### src/rtl/game_logic.sv
// Snake game core: segment positions, stepping, eating, collisions and per-pixel colour.
// Define GAME_LOGIC_WRAP_EN to make the head wrap around the field edges instead of ending the game.
module game_logic #(
    parameter int MAX_LEN = 16,
    parameter int CELL    = 20
) (
    input  logic        clk,
    input  logic        rst,
    input  logic        clk_reduced,
    input  logic        mover,
    input  logic [10:0] pixel_x,
    input  logic [10:0] pixel_y,
    input  logic        izquierda,
    input  logic        derecha,
    input  logic        arriba,
    input  logic        abajo,
    input  logic [2:0]  accion,
    input  logic [2:0]  r_fruta,
    input  logic [2:0]  g_fruta,
    input  logic [1:0]  b_fruta,
    input  logic [11:0] fruit_x,
    input  logic [11:0] fruit_y,
    output logic [2:0]  r_out,
    output logic [2:0]  g_out,
    output logic [1:0]  b_out,
    output logic        comer
);

    localparam int LEN_W = $clog2(MAX_LEN + 1);
    localparam logic [11:0] CELL_P = 12'(CELL);
    localparam logic [11:0] X_LAST = 12'(800 - CELL);
    localparam logic [11:0] Y_LAST = 12'(600 - CELL);
    localparam logic [11:0] X0     = 12'd400;
    localparam logic [11:0] Y0     = 12'd300;
    localparam logic [LEN_W-1:0] LEN_INIT = LEN_W'(3);
    localparam logic [LEN_W-1:0] LEN_MAX  = LEN_W'(MAX_LEN);

    typedef enum logic [1:0] {DIR_UP, DIR_DOWN, DIR_LEFT, DIR_RIGHT} dir_t;
    typedef enum logic {ST_PLAY, ST_OVER} state_t;

    logic [11:0]      seg_x [MAX_LEN];
    logic [11:0]      seg_y [MAX_LEN];
    logic [LEN_W-1:0] len;
    logic [LEN_W-1:0] check_len;
    dir_t             last_dir;
    dir_t             cmd_dir;
    dir_t             eff_dir;
    state_t           state;
    state_t           state_next;
    logic             game_over;
    logic             cmd_valid;
    logic             step_req;
    logic             step_ok;
    logic             collide;
    logic             hit_wall;
    logic             self_hit;
    logic             eat;
    logic             grow;
    logic [11:0]      new_x;
    logic [11:0]      new_y;
    logic [3:0]       btn;
    logic [3:0]       btn_prev;
    logic             btn_rise;
    logic             restart;
    logic [11:0]      pix_x;
    logic [11:0]      pix_y;
    logic             in_head;
    logic             in_body;
    logic             in_fruit;
    logic [7:0]       rgb_next;

    function automatic logic in_cell(input logic [11:0] px, input logic [11:0] py,
                                     input logic [11:0] cx, input logic [11:0] cy);
        logic [12:0] x_end;
        logic [12:0] y_end;
        x_end = {1'b0, cx} + {1'b0, CELL_P};
        y_end = {1'b0, cy} + {1'b0, CELL_P};
        return (px >= cx) && ({1'b0, px} < x_end) && (py >= cy) && ({1'b0, py} < y_end);
    endfunction

    // Reversing onto the body is not allowed, so an opposite command keeps the last heading.
    always_comb begin
        cmd_valid = 1'b0;
        cmd_dir   = DIR_RIGHT;
        case (accion)
            3'd1: begin cmd_valid = 1'b1; cmd_dir = DIR_UP;    end
            3'd2: begin cmd_valid = 1'b1; cmd_dir = DIR_DOWN;  end
            3'd3: begin cmd_valid = 1'b1; cmd_dir = DIR_LEFT;  end
            3'd4: begin cmd_valid = 1'b1; cmd_dir = DIR_RIGHT; end
            default: ;
        endcase
        eff_dir = cmd_dir;
        case (cmd_dir)
            DIR_UP:    if (last_dir == DIR_DOWN)  eff_dir = last_dir;
            DIR_DOWN:  if (last_dir == DIR_UP)    eff_dir = last_dir;
            DIR_LEFT:  if (last_dir == DIR_RIGHT) eff_dir = last_dir;
            DIR_RIGHT: if (last_dir == DIR_LEFT)  eff_dir = last_dir;
        endcase
    end

    always_comb begin
        new_x    = seg_x[0];
        new_y    = seg_y[0];
        hit_wall = 1'b0;
        case (eff_dir)
            DIR_UP:
                if (seg_y[0] == 12'd0) begin
`ifdef GAME_LOGIC_WRAP_EN
                    new_y = Y_LAST;
`else
                    hit_wall = 1'b1;
`endif
                end else begin
                    new_y = seg_y[0] - CELL_P;
                end
            DIR_DOWN:
                if (seg_y[0] >= Y_LAST) begin
`ifdef GAME_LOGIC_WRAP_EN
                    new_y = 12'd0;
`else
                    hit_wall = 1'b1;
`endif
                end else begin
                    new_y = seg_y[0] + CELL_P;
                end
            DIR_LEFT:
                if (seg_x[0] == 12'd0) begin
`ifdef GAME_LOGIC_WRAP_EN
                    new_x = X_LAST;
`else
                    hit_wall = 1'b1;
`endif
                end else begin
                    new_x = seg_x[0] - CELL_P;
                end
            DIR_RIGHT:
                if (seg_x[0] >= X_LAST) begin
`ifdef GAME_LOGIC_WRAP_EN
                    new_x = 12'd0;
`else
                    hit_wall = 1'b1;
`endif
                end else begin
                    new_x = seg_x[0] + CELL_P;
                end
        endcase
    end

    // The tail cell is vacated by a normal step, so it only counts as an obstacle when growing.
    always_comb begin
        eat       = (new_x == fruit_x) && (new_y == fruit_y);
        grow      = eat && (len < LEN_MAX);
        check_len = grow ? len : len - LEN_W'(1);
        self_hit  = 1'b0;
        for (int i = 0; i < MAX_LEN; i++) begin
            if ((LEN_W'(i) < check_len) && (seg_x[i] == new_x) && (seg_y[i] == new_y)) begin
                self_hit = 1'b1;
            end
        end
    end

    assign game_over = (state == ST_OVER);
    assign step_req  = mover && cmd_valid && !game_over;
    assign step_ok   = step_req && !hit_wall && !self_hit;
    assign collide   = step_req && (hit_wall || self_hit);
    assign btn       = {izquierda, derecha, arriba, abajo};
    assign btn_rise  = |(btn & ~btn_prev);
    assign restart   = game_over && btn_rise;

    always_ff @(posedge clk) begin
        if (rst) begin
            state <= ST_PLAY;
        end else begin
            state <= state_next;
        end
    end

    always_comb begin
        state_next = state;
        case (state)
            ST_PLAY: if (collide)  state_next = ST_OVER;
            ST_OVER: if (btn_rise) state_next = ST_PLAY;
        endcase
    end

    always_ff @(posedge clk) begin
        if (rst || restart) begin
            for (int i = 0; i < MAX_LEN; i++) begin
                seg_x[i] <= 12'd0;
                seg_y[i] <= 12'd0;
            end
            seg_x[0] <= X0;
            seg_x[1] <= X0 - CELL_P;
            seg_x[2] <= X0 - CELL_P - CELL_P;
            seg_y[0] <= Y0;
            seg_y[1] <= Y0;
            seg_y[2] <= Y0;
            len      <= LEN_INIT;
            last_dir <= DIR_RIGHT;
        end else if (step_ok) begin
            // Shifting the whole array leaves the old tail one slot further back, ready for growth.
            for (int i = MAX_LEN - 1; i > 0; i--) begin
                seg_x[i] <= seg_x[i-1];
                seg_y[i] <= seg_y[i-1];
            end
            seg_x[0] <= new_x;
            seg_y[0] <= new_y;
            last_dir <= eff_dir;
            if (grow) begin
                len <= len + LEN_W'(1);
            end
        end
    end

    always_ff @(posedge clk) begin
        if (rst) begin
            comer    <= 1'b0;
            btn_prev <= 4'd0;
        end else begin
            comer    <= step_ok && eat;
            btn_prev <= btn;
        end
    end

    assign pix_x = {1'b0, pixel_x};
    assign pix_y = {1'b0, pixel_y};

    always_comb begin
        in_head  = in_cell(pix_x, pix_y, seg_x[0], seg_y[0]);
        in_fruit = in_cell(pix_x, pix_y, fruit_x, fruit_y);
        in_body  = 1'b0;
        for (int i = 1; i < MAX_LEN; i++) begin
            if ((LEN_W'(i) < len) && in_cell(pix_x, pix_y, seg_x[i], seg_y[i])) begin
                in_body = 1'b1;
            end
        end
    end

    // Paused head blinks white with the slow toggle; priority is head, body, fruit, background.
    always_comb begin
        rgb_next = game_over ? {3'd4, 3'd0, 2'd0} : 8'h00;
        if (in_head) begin
            rgb_next = (!cmd_valid && clk_reduced) ? {3'd7, 3'd7, 2'd3} : {3'd7, 3'd7, 2'd0};
        end else if (in_body) begin
            rgb_next = {3'd0, 3'd7, 2'd0};
        end else if (in_fruit) begin
            rgb_next = {r_fruta, g_fruta, b_fruta};
        end
    end

    always_ff @(posedge clk) begin
        if (rst) begin
            {r_out, g_out, b_out} <= 8'h00;
        end else begin
            {r_out, g_out, b_out} <= rgb_next;
        end
    end

endmodule

### config.mk
export PLATFORM = sky130hd
export DESIGN_NAME = game_logic
export DESIGN_NICKNAME = d
export VERILOG_FILES = /design/src/rtl/game_logic.sv
export SDC_FILE = /design/constraint.sdc
export NUM_CORES = 2
export LEC_CHECK = 0
export ABC_AREA = 0
export CORE_MARGIN = 2
export CORE_UTILIZATION = 45
export DETAILED_ROUTE_END_ITERATION = 8
export MAX_ROUTING_LAYER = met4
export PLACE_DENSITY = 0.62
export SKIP_CTS_REPAIR_TIMING = 1
export SLEW_MARGIN = 20
export SYNTH_ARGS = -nofsm -noshare
export SYNTH_HDL_FRONTEND = slang
export SYNTH_SLANG_ARGS = --single-unit
### constraint.sdc
create_clock -name clk -period 14.15 [get_ports clk]
set_clock_uncertainty 0.05 [all_clocks]
set_input_delay 1.415 -clock clk [delete_from_list [all_inputs] [get_ports clk]]
set_output_delay 1.415 -clock clk [all_outputs]
set_load 0.01 [all_outputs]
==> impl_results.md <==
- I/O pin count: 74
- Fin crit period: 9420 ps
- Post-synth cell types: 97
- CTS buffer count: 46
- Asr flop ratio synth: 0
- Dominant cells by area after synthesis: edfxtp_1, ha_1, xnor2_1, nor3_1, o21ai_0
- H-Tree Depth: 2
- Status: finished clean
- WHS Path Cells: 1
- Core ar.: 85300 um2
- First-pass GRT wire length: 231000 um
- Fin. max-slew vios: 0
- Setup TNS: 0 ps
- Gpl congestion: 1.09
- Setup crit end kind: flip-flop
- Starting DRC count in detailed routing: 3333
- Crit-path slowest cell: buf_4
- Pwr dens: 110 nW/um2
- DR vias/cell: 6.30
- Detailed Route WL: 159000 um
- Row count: 107
- Final Hold Viols: 0
- Worst reg-to-reg setup slack: 5330 ps
- Clock Root Buffer: clkbuf_16
- Slew @ Worst Pin: 1160 ps
- Die Height: 297 um
- VDD IR max: 0.0000909 V
- Flops & latches, synth: 341
- Drt first pass iters: 6
- Relative max-transition margin: 0.225
- Count leader, synth: ha_1
- Detail Placement HPWL: 120000 um
- CP top delay family: simple AND/OR/NAND/NOR gates
- Vias: 34880
- Clock slew at reported path FFs: 60 ps
- Max-cap violations: 0
- Cells after Synth: 4338
- Antenna-violating nets left: 0
- Worst Hold End: seg_y[0][27]$_SDFFCE_PN0P_
- FF-to-FF End: seg_y[1][2]$_SDFFCE_PN0P_
- Fill cell count: 8204
- CP required: 14340 ps
- Worst hold margin: 578 ps
- Yosys top cell by area: edfxtp_1
- Critical path depth: 16
- Port Buffer Count: 73
- EDFF count, synth: 320
- Die area: 88400 um2
- Initial antenna violation count: 2
- Hold crit path type: flip-flop to flip-flop
- Initial core utilization: 0.454
- All-Layer GR Usage: 0.361
- Share of post-route cells with drive strength above 1: 0.0522
- Hold_sp: seg_y[0][15]$_SDFFCE_PN0P_
- Worst skew pair latency: 630 ps
- Congestion Overflow GR: 0
- Avg WL per Cell: 28.7 um
- Critical Setup Path Class: input pin to flip-flop
- Pin count of the biggest net entering global routing: 102
- Top cell type's share of synthesized area: 0.248
- Buf/Inv on CP: 3
- TritonCTS Sinks: 341
- Reg2reg path depth: 17
- Crit share post-route: 0.666
- Commonest cells in the synthesized netlist: ha_1, xnor2_1, nor3_1, inv_1, edfxtp_1
- Nets: 5074
- CTS tree: yes
- Leak: 0.0168 uW
- Crit-path max FO: 77
- Crit-path cells: clkdlybuf4s50_1 -> or3b_4 -> a211oi_4 -> a211oi_1 -> nor3_2 -> buf_4 -> xnor2_1 -> nor4_1 -> nand4_1 -> nor3_1 -> mux2_2 -> a221oi_2 -> nand4_1 -> or3_4 -> nand2b_4 -> buf_4
- Setup violators final: 0
- CP arrival: 9610 ps
- Longest Clk Path Bufs: 3
- Syn_area_per_cell: 8.93 um2
- RSZ-0062 raised after global routing: no
- Net count after synthesis: 5060
- Synth warnings: 0
- Vias in the first global route: 34161
- Fmax: 0.106 GHz
- Max incr delay on CP: 960 ps
- Die W: 297 um
- Most used DFF post-synth: edfxtp_1
- # DRC: 0
- Startpoint Class: input pin
- Worst r2r src: seg_y[0][2]$_SDFFCE_PN0P_
- P&R area growth vs syn: 9.07%
- Register area share after synthesis: 0.259
- Mapped Area: 38700 um2
[cell type report]
class | instances | area [um2] | area share
diodes | 3 | 7.51 | 0.000178
clock buffers | 56 | 1200 | 0.0284
clock inverters | 28 | 284 | 0.00672
inverters | 365 | 1370 | 0.0324
multi-input cells | 3441 | 26700 | 0.631
flip-flops and latches | 341 | 10000 | 0.237
well taps | 1144 | 1430 | 0.0339
repair buffers | 157 | 1270 | 0.0302
[how the worst max path moves through the flow]
stage | startpoint | end | slack (ps)
5_1_grt | accion[0] | seg_y[1][2]$_SDFFCE_PN0P_ | 4230
3_5_place_dp | accion[0] | seg_x[1][14]$_SDFFCE_PN0P_ | 4260
6_report | accion[0] | seg_y[1][2]$_SDFFCE_PN0P_ | 4730
2_1_floorplan | accion[0] | seg_x[0][10]$_SDFFCE_PN0P_ | 550
3_3_place_gp | accion[0] | seg_y[1][4]$_SDFFCE_PN0P_ | 4370
4_1_cts | accion[0] | seg_y[1][2]$_SDFFCE_PN0P_ | 4860
[cell usage in the layout (no fill, tap or decap), types with 91 or more instances in the layout]
master / netlist / routed
a21oi_1: 190 / 187
inv_1: 337 / 337
nand2b_1: 95 / 94
nand2_1: 93 / 93
nor3_1: 395 / 394
a21o_1: 136 / 135
edfxtp_1: 320 / 320
o21a_1: 91 / 91
xnor2_1: 489 / 488
ha_1: 657 / 657
o21ai_0: 268 / 268
nor2_1: 180 / 179
[power breakdown]
part	total [uW]	switching [uW]	internal, uW
clock network	1200	534	665
logic	2010	1270	747
registers	1450	203	1250
total	4660	2000	2660
[registers in the layout, indices dropped and copies added, names as in the netlist]
signal and flops:
b_out 2, btn_prev 4, comer 1, g_out 3, game_over 1, last_dir 2, len 5, r_out 3
seg_x 160, seg_y 160
[routing by layer]
| layer | wire (um) | share of wire | vias up | track usage |
|---|---|---|---|---|
| met3 | 10900 | 0.069 | 496 | 0.0475 |
| met4 | 12400 | 0.078 | 0 | 0.232 |
| met5 | 0 | 0 | - | - |
| li1 | - | - | 15916 | - |
| met1 | 62600 | 0.39 | 16928 | 0.432 |
| met2 | 72600 | 0.46 | 1540 | 0.576 |
[through the flow]
stage | instances | util | cell area, um2 | setup WS, ps | total power, uW
after floorplan | 4338 | - | 38700 | 553 | 2710
after global placement | 5448 | 0.478 | 40700 | 4370 | 3400
after detailed placement | 5448 | 0.478 | 40800 | 4260 | 3420
after CTS | 5532 | 0.495 | 42200 | 4860 | 4620
after global routing | 5533 | 0.495 | 42200 | 4230 | 4880
final | 5535 | 0.495 | 42200 | 4730 | 4660
[cell families after synthesis]
kind of cell / after synthesis / share of synthesized area
compound gates: 1004 / 0.172
fa+ha+maj: 657 / 0.212
mux: 27 / 0.00707
xor+xnor: 561 / 0.130
buf+inv: 556 / 0.0556
flops: 341 / 0.259
simple gates: 1192 / 0.165
Note: power is estimated with default switching activity, not from simulation.
